### config.mk
export PLATFORM = sky130hd
export DESIGN_NAME = nibble_serial_adder_ctrl
export DESIGN_NICKNAME = d
export VERILOG_FILES = /design/src/rtl/nibble_serial_adder_ctrl_pkg.sv /design/src/rtl/nibble_serial_adder_ctrl_cla4_slice.sv /design/src/rtl/nibble_serial_adder_ctrl.sv
export SDC_FILE = /design/constraint.sdc
export NUM_CORES = 1
export LEC_CHECK = 0
export CAP_MARGIN = 20
export CORE_ASPECT_RATIO = 0.9
export CORE_MARGIN = 1.5
export CORE_UTILIZATION = 45
export CTS_CLUSTER_SIZE = 10
export DETAILED_ROUTE_END_ITERATION = 6
export GPL_ROUTABILITY_DRIVEN = 0
export GPL_TIMING_DRIVEN = 1
export PLACE_DENSITY = 0.7
export SYNTH_ARGS = -nofsm -noshare
export SYNTH_HDL_FRONTEND = slang
export SYNTH_SLANG_ARGS = --single-unit
### constraint.sdc
create_clock -name clk -period 3 [get_ports clk]
set_clock_uncertainty 0.15 [all_clocks]
set_input_delay 0.75 -clock clk [delete_from_list [all_inputs] [get_ports clk]]
set_output_delay 0.75 -clock clk [all_outputs]
set_load 0.005 [all_outputs]
### src/rtl/nibble_serial_adder_ctrl_pkg.sv
// Shared types for the nibble-serial adder controller: FSM state encoding and slice width.
package nibble_serial_adder_ctrl_pkg;
  localparam int NIBBLE_W = 4;

  typedef enum logic [1:0] {
    ST_IDLE = 2'd0,
    ST_RUN  = 2'd1,
    ST_DONE = 2'd2
  } state_e;
endpackage

### src/rtl/nibble_serial_adder_ctrl_cla4_slice.sv
// 4-bit carry-lookahead adder slice; all carries are formed directly from generate/propagate terms.
module cla4_slice (
  input  logic [3:0] i_a,
  input  logic [3:0] i_b,
  input  logic       i_cin,
  output logic [3:0] o_sum,
  output logic       o_cout
);
  logic [3:0] w_g;
  logic [3:0] w_p;
  logic [4:0] w_c;

  assign w_g = i_a & i_b;
  assign w_p = i_a ^ i_b;

  assign w_c[0] = i_cin;
  assign w_c[1] = w_g[0] | (w_p[0] & i_cin);
  assign w_c[2] = w_g[1] | (w_p[1] & w_g[0]) | (w_p[1] & w_p[0] & i_cin);
  assign w_c[3] = w_g[2] | (w_p[2] & w_g[1]) | (w_p[2] & w_p[1] & w_g[0])
                | (w_p[2] & w_p[1] & w_p[0] & i_cin);
  assign w_c[4] = w_g[3] | (w_p[3] & w_g[2]) | (w_p[3] & w_p[2] & w_g[1])
                | (w_p[3] & w_p[2] & w_p[1] & w_g[0])
                | (w_p[3] & w_p[2] & w_p[1] & w_p[0] & i_cin);

  assign o_sum  = w_p ^ w_c[3:0];
  assign o_cout = w_c[4];
endmodule

### src/rtl/nibble_serial_adder_ctrl.sv
// Adds or subtracts WIDTH-bit operands one nibble per clock through a single shared CLA slice.
//   state   | meaning
//   IDLE    | in_ready=1, waiting for an operand set
//   RUN     | one nibble per edge, LSB first, carry held between nibbles
//   DONE    | out_valid=1, result held until out_ready
module nibble_serial_adder_ctrl
  import nibble_serial_adder_ctrl_pkg::*;
#(
  parameter int WIDTH = 16
) (
  input  logic             clk,
  input  logic             rst_n,
  input  logic             in_valid,
  output logic             in_ready,
  input  logic [WIDTH-1:0] a,
  input  logic [WIDTH-1:0] b,
  input  logic             cin,
  input  logic             sub,
  output logic             out_valid,
  input  logic             out_ready,
  output logic [WIDTH-1:0] sum,
  output logic             cout,
  output logic             ovf
);
  localparam int NIBBLES = WIDTH / NIBBLE_W;
  localparam int CNT_W   = (NIBBLES > 1) ? $clog2(NIBBLES) : 1;
  localparam logic [CNT_W-1:0] LAST_IDX = CNT_W'(NIBBLES - 1);

  generate
    if ((WIDTH % NIBBLE_W) != 0 || WIDTH < NIBBLE_W) begin : g_bad_width
      $error("nibble_serial_adder_ctrl: WIDTH must be a multiple of 4 and >= 4");
    end
  endgenerate

  state_e           r_state;
  logic [WIDTH-1:0] r_a;
  logic [WIDTH-1:0] r_b;
  logic [WIDTH-1:0] r_sum;
  logic [CNT_W-1:0] r_idx;
  logic             r_carry;
  logic             r_cout;
  logic             r_ovf;
  logic             r_in_ready;
  logic             r_out_valid;

  logic [CNT_W+1:0] w_ofs;
  logic [3:0]       w_slice_sum;
  logic             w_slice_cout;

  assign w_ofs = {r_idx, 2'b00};

  cla4_slice u_slice (
    .i_a    (r_a[w_ofs +: NIBBLE_W]),
    .i_b    (r_b[w_ofs +: NIBBLE_W]),
    .i_cin  (r_carry),
    .o_sum  (w_slice_sum),
    .o_cout (w_slice_cout)
  );

  always_ff @(posedge clk or negedge rst_n) begin
    if (!rst_n) begin
      r_state     <= ST_IDLE;
      r_a         <= '0;
      r_b         <= '0;
      r_sum       <= '0;
      r_idx       <= '0;
      r_carry     <= 1'b0;
      r_cout      <= 1'b0;
      r_ovf       <= 1'b0;
      r_in_ready  <= 1'b1;
      r_out_valid <= 1'b0;
    end else begin
      case (r_state)
        ST_IDLE: begin
          if (in_valid) begin
            r_a        <= a;
            r_b        <= sub ? ~b : b;
            r_carry    <= sub ? 1'b1 : cin;
            r_idx      <= '0;
            r_in_ready <= 1'b0;
            r_state    <= ST_RUN;
          end
        end
        ST_RUN: begin
          r_sum[w_ofs +: NIBBLE_W] <= w_slice_sum;
          r_carry <= w_slice_cout;
          r_idx   <= r_idx + 1'b1;
          if (r_idx == LAST_IDX) begin
            r_cout      <= w_slice_cout;
            // overflow: like-signed operands producing an opposite-signed result
            r_ovf       <= (r_a[WIDTH-1] == r_b[WIDTH-1]) && (w_slice_sum[3] != r_a[WIDTH-1]);
            r_out_valid <= 1'b1;
            r_state     <= ST_DONE;
          end
        end
        ST_DONE: begin
          if (out_ready) begin
            r_out_valid <= 1'b0;
            r_in_ready  <= 1'b1;
            r_state     <= ST_IDLE;
          end
        end
        default: begin
          r_out_valid <= 1'b0;
          r_in_ready  <= 1'b1;
          r_state     <= ST_IDLE;
        end
      endcase
    end
  end

  assign in_ready  = r_in_ready;
  assign out_valid = r_out_valid;
  assign sum       = r_sum;
  assign cout      = r_cout;
  assign ovf       = r_ovf;
endmodule

Word level (Yosys, flattened, before mapping)

Index checks and enable logic that the tools add are counted.

Output and inout bits: 20
Word-level logic and storage cells: 82
Flip-flop bits (word level): 57
Input bits: 38

Bitwise logic cells: 32
Reductions and logical operators: 9
Shift operators: 4
$add $sub $neg: 2
Eq/ne operators: 8
Multiplexer cells: 17

Operators by type and width:

| operator                                             | number |
|---|---|
| variable part select 16 x 5 -> 4 bit                 | 2 |
| AND 1 bit                                            | 16 |
| bitwise mux 16 bit                                   | 1 |
| 2-to-1 mux 16 bit                                    | 1 |
| NOT 16 bit                                           | 1 |
| variable shift 4 x 6 -> 16 bit, first input constant | 1 |
| variable part select 4 x 6 -> 16 bit                 | 1 |
| bitwise OR 1 bit                                     | 10 |
| AND reduction 3 bit                                  | 3 |
| 2-to-1 mux 2 bit                                     | 4 |
| XOR 4 bit                                            | 2 |
| 2-to-1 mux 1 bit                                     | 6 |
| != test 2 bit, second input constant                 | 3 |
| negation 4 -> 6 bit                                  | 1 |
| one-hot mux 1 bit (3 select lines)                   | 2 |
| one-hot mux 2 bit (3 select lines)                   | 1 |
| AND reduction 2 bit                                  | 3 |
| AND 4 bit                                            | 1 |
| equality test 2 bit, second input constant           | 2 |
| one-hot mux 2 bit (2 select lines)                   | 1 |
| adder 2 x 1 -> 2 bit, second input constant          | 1 |
| equality test 2 x 1 -> 1 bit, second input constant  | 1 |
| logical NOT 2 bit                                    | 1 |
| NOT 1 bit                                            | 2 |
| 5 further kinds                                      | 5 |

Depth between registers and ports, before layout

Depth after elaboration: 9
Mapped depth: 8
Gate-level depth less buffers: 6

Modules after synthesis

A second synthesis with hierarchy kept.

Cells, all modules: 268
Area, all modules: 2976.6 um^2

By module, submodules not included:

| module                   | instances | sequential area each (um^2) | cells each | area each (um^2) |
|---|---|---|---|---|
| nibble_serial_adder_ctrl | 1         | 1427.6                      | 251        | 2829.0 |
| cla4_slice               | 1         | 0.0                         | 17         | 147.6 |

Least setup slack after synthesis

No wires, ideal clock.

Path kind: register to register
From: register r_idx[0]
To: register r_ovf (netlist: ovf)
Setup time: 0.131 ns
Arrival: 2.448 ns
Stages on the path, launching flop included: 9
Buffers on the path: 2
Clock period less this slack: 2.729 ns
Setup slack: 0.271 ns
Data required time: 2.719 ns
Path through: dfrtp_1 -> buf_2 -> buf_2 -> mux4_2 -> ha_1 -> o21ai_0 -> o21ai_0 -> a311oi_1 -> or3b_1

Longest elaborated chain between the ends: 9

RTL lines:

| what                                                           | RTL line                                                                             | text |
|---|---|---|
| start, declared                                                | nibble_serial_adder_ctrl.sv:39                                                       | `logic [CNT_W-1:0] r_idx;` |
| start signal, assigned                                         | nibble_serial_adder_ctrl.sv:87                                                       | `r_idx <= r_idx + 1'b1;` |
| variable part select 16 x 5 -> 4 bit, on equally long branches | nibble_serial_adder_ctrl.sv:53, nibble_serial_adder_ctrl.sv:54                       |  |
| XOR 4 bit / AND 4 bit (equally long branches)                  | nibble_serial_adder_ctrl_cla4_slice.sv:14, nibble_serial_adder_ctrl_cla4_slice.sv:13 |  |
| AND 1 bit, on equally long branches                            | nibble_serial_adder_ctrl_cla4_slice.sv:19, nibble_serial_adder_ctrl_cla4_slice.sv:20 |  |
| bitwise OR 1 bit, or another cell as far along                 | nibble_serial_adder_ctrl_cla4_slice.sv:19                                            | `assign w_c[3] = w_g[2] \| (w_p[2] & w_g[1]) \| (w_p[2] & w_p[1] & w_g[0])` |
| bitwise OR 1 bit / AND 1 bit (equally long branches)           | nibble_serial_adder_ctrl_cla4_slice.sv:19, nibble_serial_adder_ctrl_cla4_slice.sv:20 |  |
| bitwise OR 1 bit                                               | nibble_serial_adder_ctrl_cla4_slice.sv:20                                            | `\| (w_p[2] & w_p[1] & w_p[0] & i_cin);` |
| XOR 4 bit                                                      | nibble_serial_adder_ctrl_cla4_slice.sv:25                                            | `assign o_sum = w_p ^ w_c[3:0];` |
| != test 1 bit                                                  | nibble_serial_adder_ctrl.sv:91                                                       | `r_ovf <= (r_a[WIDTH-1] == r_b[WIDTH-1]) && (w_slice_sum[3] != r_a[WIDTH-1]);` |
| logical AND 1 bit                                              | nibble_serial_adder_ctrl.sv:91                                                       |  |
| end signal, assigned                                           | nibble_serial_adder_ctrl.sv:91                                                       |  |
| end, declared                                                  | nibble_serial_adder_ctrl.sv:42                                                       | `logic r_ovf;` |

Several ways; a longest one is shown, not always the timed one.
A chain may end at the register's enable or synchronous reset.

Worst setup path after layout

From: register r_idx[0]
To: register r_sum[15] (netlist: sum[15])

Longest elaborated chain between the ends: 9

RTL lines:

| what                                                           | RTL line                                                                             | text |
|---|---|---|
| variable part select 16 x 5 -> 4 bit, on equally long branches | nibble_serial_adder_ctrl.sv:53, nibble_serial_adder_ctrl.sv:54                       |  |
| XOR 4 bit / AND 4 bit (equally long branches)                  | nibble_serial_adder_ctrl_cla4_slice.sv:14, nibble_serial_adder_ctrl_cla4_slice.sv:13 |  |
| AND 1 bit, on equally long branches                            | nibble_serial_adder_ctrl_cla4_slice.sv:19, nibble_serial_adder_ctrl_cla4_slice.sv:20 |  |
| bitwise OR 1 bit, or another cell as far along                 | nibble_serial_adder_ctrl_cla4_slice.sv:19                                            |  |
| bitwise OR 1 bit / AND 1 bit (equally long branches)           | nibble_serial_adder_ctrl_cla4_slice.sv:19, nibble_serial_adder_ctrl_cla4_slice.sv:20 |  |
| bitwise OR 1 bit                                               | nibble_serial_adder_ctrl_cla4_slice.sv:20                                            |  |
| XOR 4 bit                                                      | nibble_serial_adder_ctrl_cla4_slice.sv:25                                            |  |
| variable part select 4 x 6 -> 16 bit                           | nibble_serial_adder_ctrl.sv:85                                                       | `r_sum[w_ofs +: NIBBLE_W] <= w_slice_sum;` |
| bitwise mux 16 bit (*)                                         | nibble_serial_adder_ctrl.sv:85                                                       |  |
| end signal, assigned by index                                  | nibble_serial_adder_ctrl.sv:85                                                       |  |
| end, declared                                                  | nibble_serial_adder_ctrl.sv:38                                                       | `logic [WIDTH-1:0] r_sum;` |

Every way passes the cells marked *; elsewhere a longest branch is shown, timed or not.

==> results.py <==
metrics = {
    "drt": {
        "vias": 2034,
        "detail_route.wl_per_cell_um": 14.00,
        "drtAntennaViolNets": 0,
        "wirelength_um": 5657,
        "drc": 0,
        "drt_iter0_drc": 106,
        "vias_per_cell": 5.035,
        "drt_pass1_iterations": 6,
    },
    "place": {
        "dp.cells": 388,
        "pre_cts_ws_ns": 0.2363,
        "hpwl_um": 4222,
        "place_area_um2": 3523,
        "place.port_buffers": 57,
    },
    "setup_path": {
        "worstPathMaxFanout": 7,
        "cp-end-kind": "register",
        "critPathKind": "register to register",
        "critPathArrivalTime_ns": 2.82,
        "cp_data_required_time_ns": 3.07,
        "cp-start-kind": "register",
    },
    "yosys": {
        "ys_ff_latch": 57,
        "synth_top_area_cell": "dfrtp_1",
        "netlist_top_cells_area": "dfrtp_1 (49%), mux2_2 (6.3%), mux4_2 (6.3%)",
        "syn_inst": 249,
        "ys_seq_area_share_pct": 50.04,
        "ys_warn_count": 0,
        "synth_top_area_share_pct": 49.12,
        "synthesis.area_um2": 2853,
        "syn_avg_cell_area_um2": 11.46,
        "netlist-cell-type-count": 40,
        "syn-num-nets": 299,
    },
    "clock_network": {
        "cts_tree": "yes",
        "htree_levels": 3,
        "clk_pin_slew_ns": 0.06,
        "cts_setup_buffers": 0,
        "cts_root_buf": "clkbuf_8",
        "cts.path.max_buffers": 2,
        "holdBufCountCts": 0,
        "numCtsBuffers": 9,
        "clk_latency_ns": 0.33,
        "cts_sinks": 57,
        "cts_resized": 0,
    },
    "floorplan": {
        "die_x_um": 86.93,
        "start_util_pct": 46.65,
        "core_um2": 6115,
        "fp.dieH_um": 78.54,
        "ios": 58,
        "die-area_um2": 6827,
        "rows": 27,
    },
    "pwr": {
        "p_leak_nw": 1.520,
        "power_density_nw_per_um2": 1136,
        "ir_drop_uv": 467.8,
    },
    "sta": {
        "drv_slew": 0,
        "worst_pin_slew_ns": 0.6649,
        "fin_setup_tns_ns": 0,
        "hold_violations": 0,
        "report.final.setup_viol": 0,
        "rsz0062_at_grt": "no",
        "max_slew_margin_pct": 55.67,
        "whs_ns": 0.2961,
        "period_minus_slack_ns": 2.748,
        "fin_ws_ns": 0.2520,
        "fmax_mhz": 363.9,
        "finalCritPeriodShare_pct": 91.60,
    },
    "global_route": {
        "grt_use_total_pct": 18.42,
        "met1_usage_pct": 25.50,
        "met2_usage_pct": 28.06,
        "grt_max_degree": 32,
        "grt_first_pass_wirelength_um": 9639,
        "antenna_found_initial": 0,
        "overflow": 0,
        "top_usage_layer": "met2",
        "grtUsageMet3_pct": 5.468,
        "grt_pass1_vias": 2032,
    },
    "run": {
        "maxCapViolCount": 0,
    },
    "layout": {
        "fin_cells": 404,
        "stdcell_area_um2": 3697,
        "layout.nets": 362,
        "drive_gt1_share_pct": 17.03,
        "nFillCells": 525,
        "num_antenna_cells": 0,
        "syn_to_final_growth_pct": 29.61,
    },
    "status": {
        "status": "complete, no violations",
    },
    "hold_path": {
        "holdCritPathClass": "input pin to asynchronous set/reset pin",
    },
}
[final cells by class]
| cell class | count | area, µm² | area share [%] |
|---|---|---|---|
| Inverter | 4 | 15.01 | 0.4061 |
| Clock inverter | 3 | 15.01 | 0.4061 |
| Multi-Input combinational cell | 175 | 1334 | 36.07 |
| Clock buffer | 13 | 158.9 | 4.298 |
| Tap cell | 87 | 108.9 | 2.944 |
| Sequential cell | 57 | 1428 | 38.61 |
| Timing Repair Buffer | 65 | 638.1 | 17.26 |
[critical path, cell delays in order (launching register included)]
cell,delay [ns]
dfrtp_1,0.53
buf_4,0.20
mux4_2,0.50
ha_1,0.36
o21ai_0,0.10
o21ai_0,0.28
nand3_1,0.25
o41ai_1,0.27
[worst paths after layout]
kind,startpoint,to,slack (ns),depth (start not counted)
worst max register to register,r_idx[0],sum[15],0.25,7
worst max-delay path,r_idx[0],sum[15],0.25,7
min in group clk,sum[4],sum[4],0.33,2
worst min register to register,sum[4],sum[4],0.33,2
max in group asynchronous,rst_n,in_ready,1.74,2
worst min-delay path,rst_n,r_state[1],0.30,1
[per-layer routing]
layer | vias up | wire length, µm
met5 | - | 0
met4 | 0 | 55
met3 | 8 | 254
met2 | 54 | 2680
met1 | 960 | 2666
li1 | 1012 | -
[metrics by stage]
stage / power [W] / util [%]
2_1_floorplan: 0.002893 / -
3_3_place_gp: 0.003553 / 57.62
3_5_place_dp: 0.003599 / 57.62
4_1_cts: 0.004243 / 60.47
5_1_grt: 0.004550 / 60.47
6_report: 0.004200 / 60.47
[cell usage in the layout, fill, tap and decap left out, types with 3 or more instances in the layout]
cell,synthesis,final
dfrtp_1,56,56
mux2_2,16,16
a21oi_1,22,22
o21ai_0,9,9
clkbuf_8,0,11
nand2_1,27,27
buf_4,3,7
clkdlybuf4s50_1,0,56
nand4_1,3,3
clkinv_2,0,3
mux4_2,8,8
nor2_1,24,24
o41ai_1,7,7
o31ai_1,5,5
inv_1,4,4
xnor2_1,17,17
ha_1,11,11
[power breakdown]
part           internal (W)  total, W  switching [W]
Combinational       0.00103   0.00221        0.00118
Clock              0.000341  0.000625       0.000284
Sequential          0.00111   0.00137       0.000254
[synth_stat cells, drive strengths merged]
cell and n:
dfstp 1, fa 1, a22oi 1, nor2 24, nor3 1, o21ai 11, a21oi 22, clkbuf 2
ha 11, xor2 1, inv 4, or3 2, and2b 1, o22a 1, a21o 2, nand4b 1
a211oi 1, o21bai 1, o31ai 5, xnor2 17, nand4 3, o41ai 7, or3b 1, nand2 29
nand3 1, mux4 8, nand2b 2, a311oi 1, mux2 16, nand3b 1, buf 11, dfrtp 56
and2 2, nor3b 1
[state kept, by name, indices dropped and copies added (netlist names)]
register / count
in_ready: 1
ovf: 1
r_a: 16
r_idx: 2
out_valid: 1
r_b: 16
sum: 16
r_state: 2
cout: 1
r_carry: 1
[logic make-up after synthesis]
group / count (synthesis) / share of synthesized area (%)
and+or+nand+nor: 69 / 11.62
buffers and inverters: 17 / 3.201
muxes: 24 / 12.63
AOI/OAI and AO/OA: 52 / 11.45
DFF: 57 / 50.04
xor gates and xnor gates: 18 / 5.526
adders and majority gates: 12 / 5.526
No activity file was read; power rests on OpenSTA's default activity.
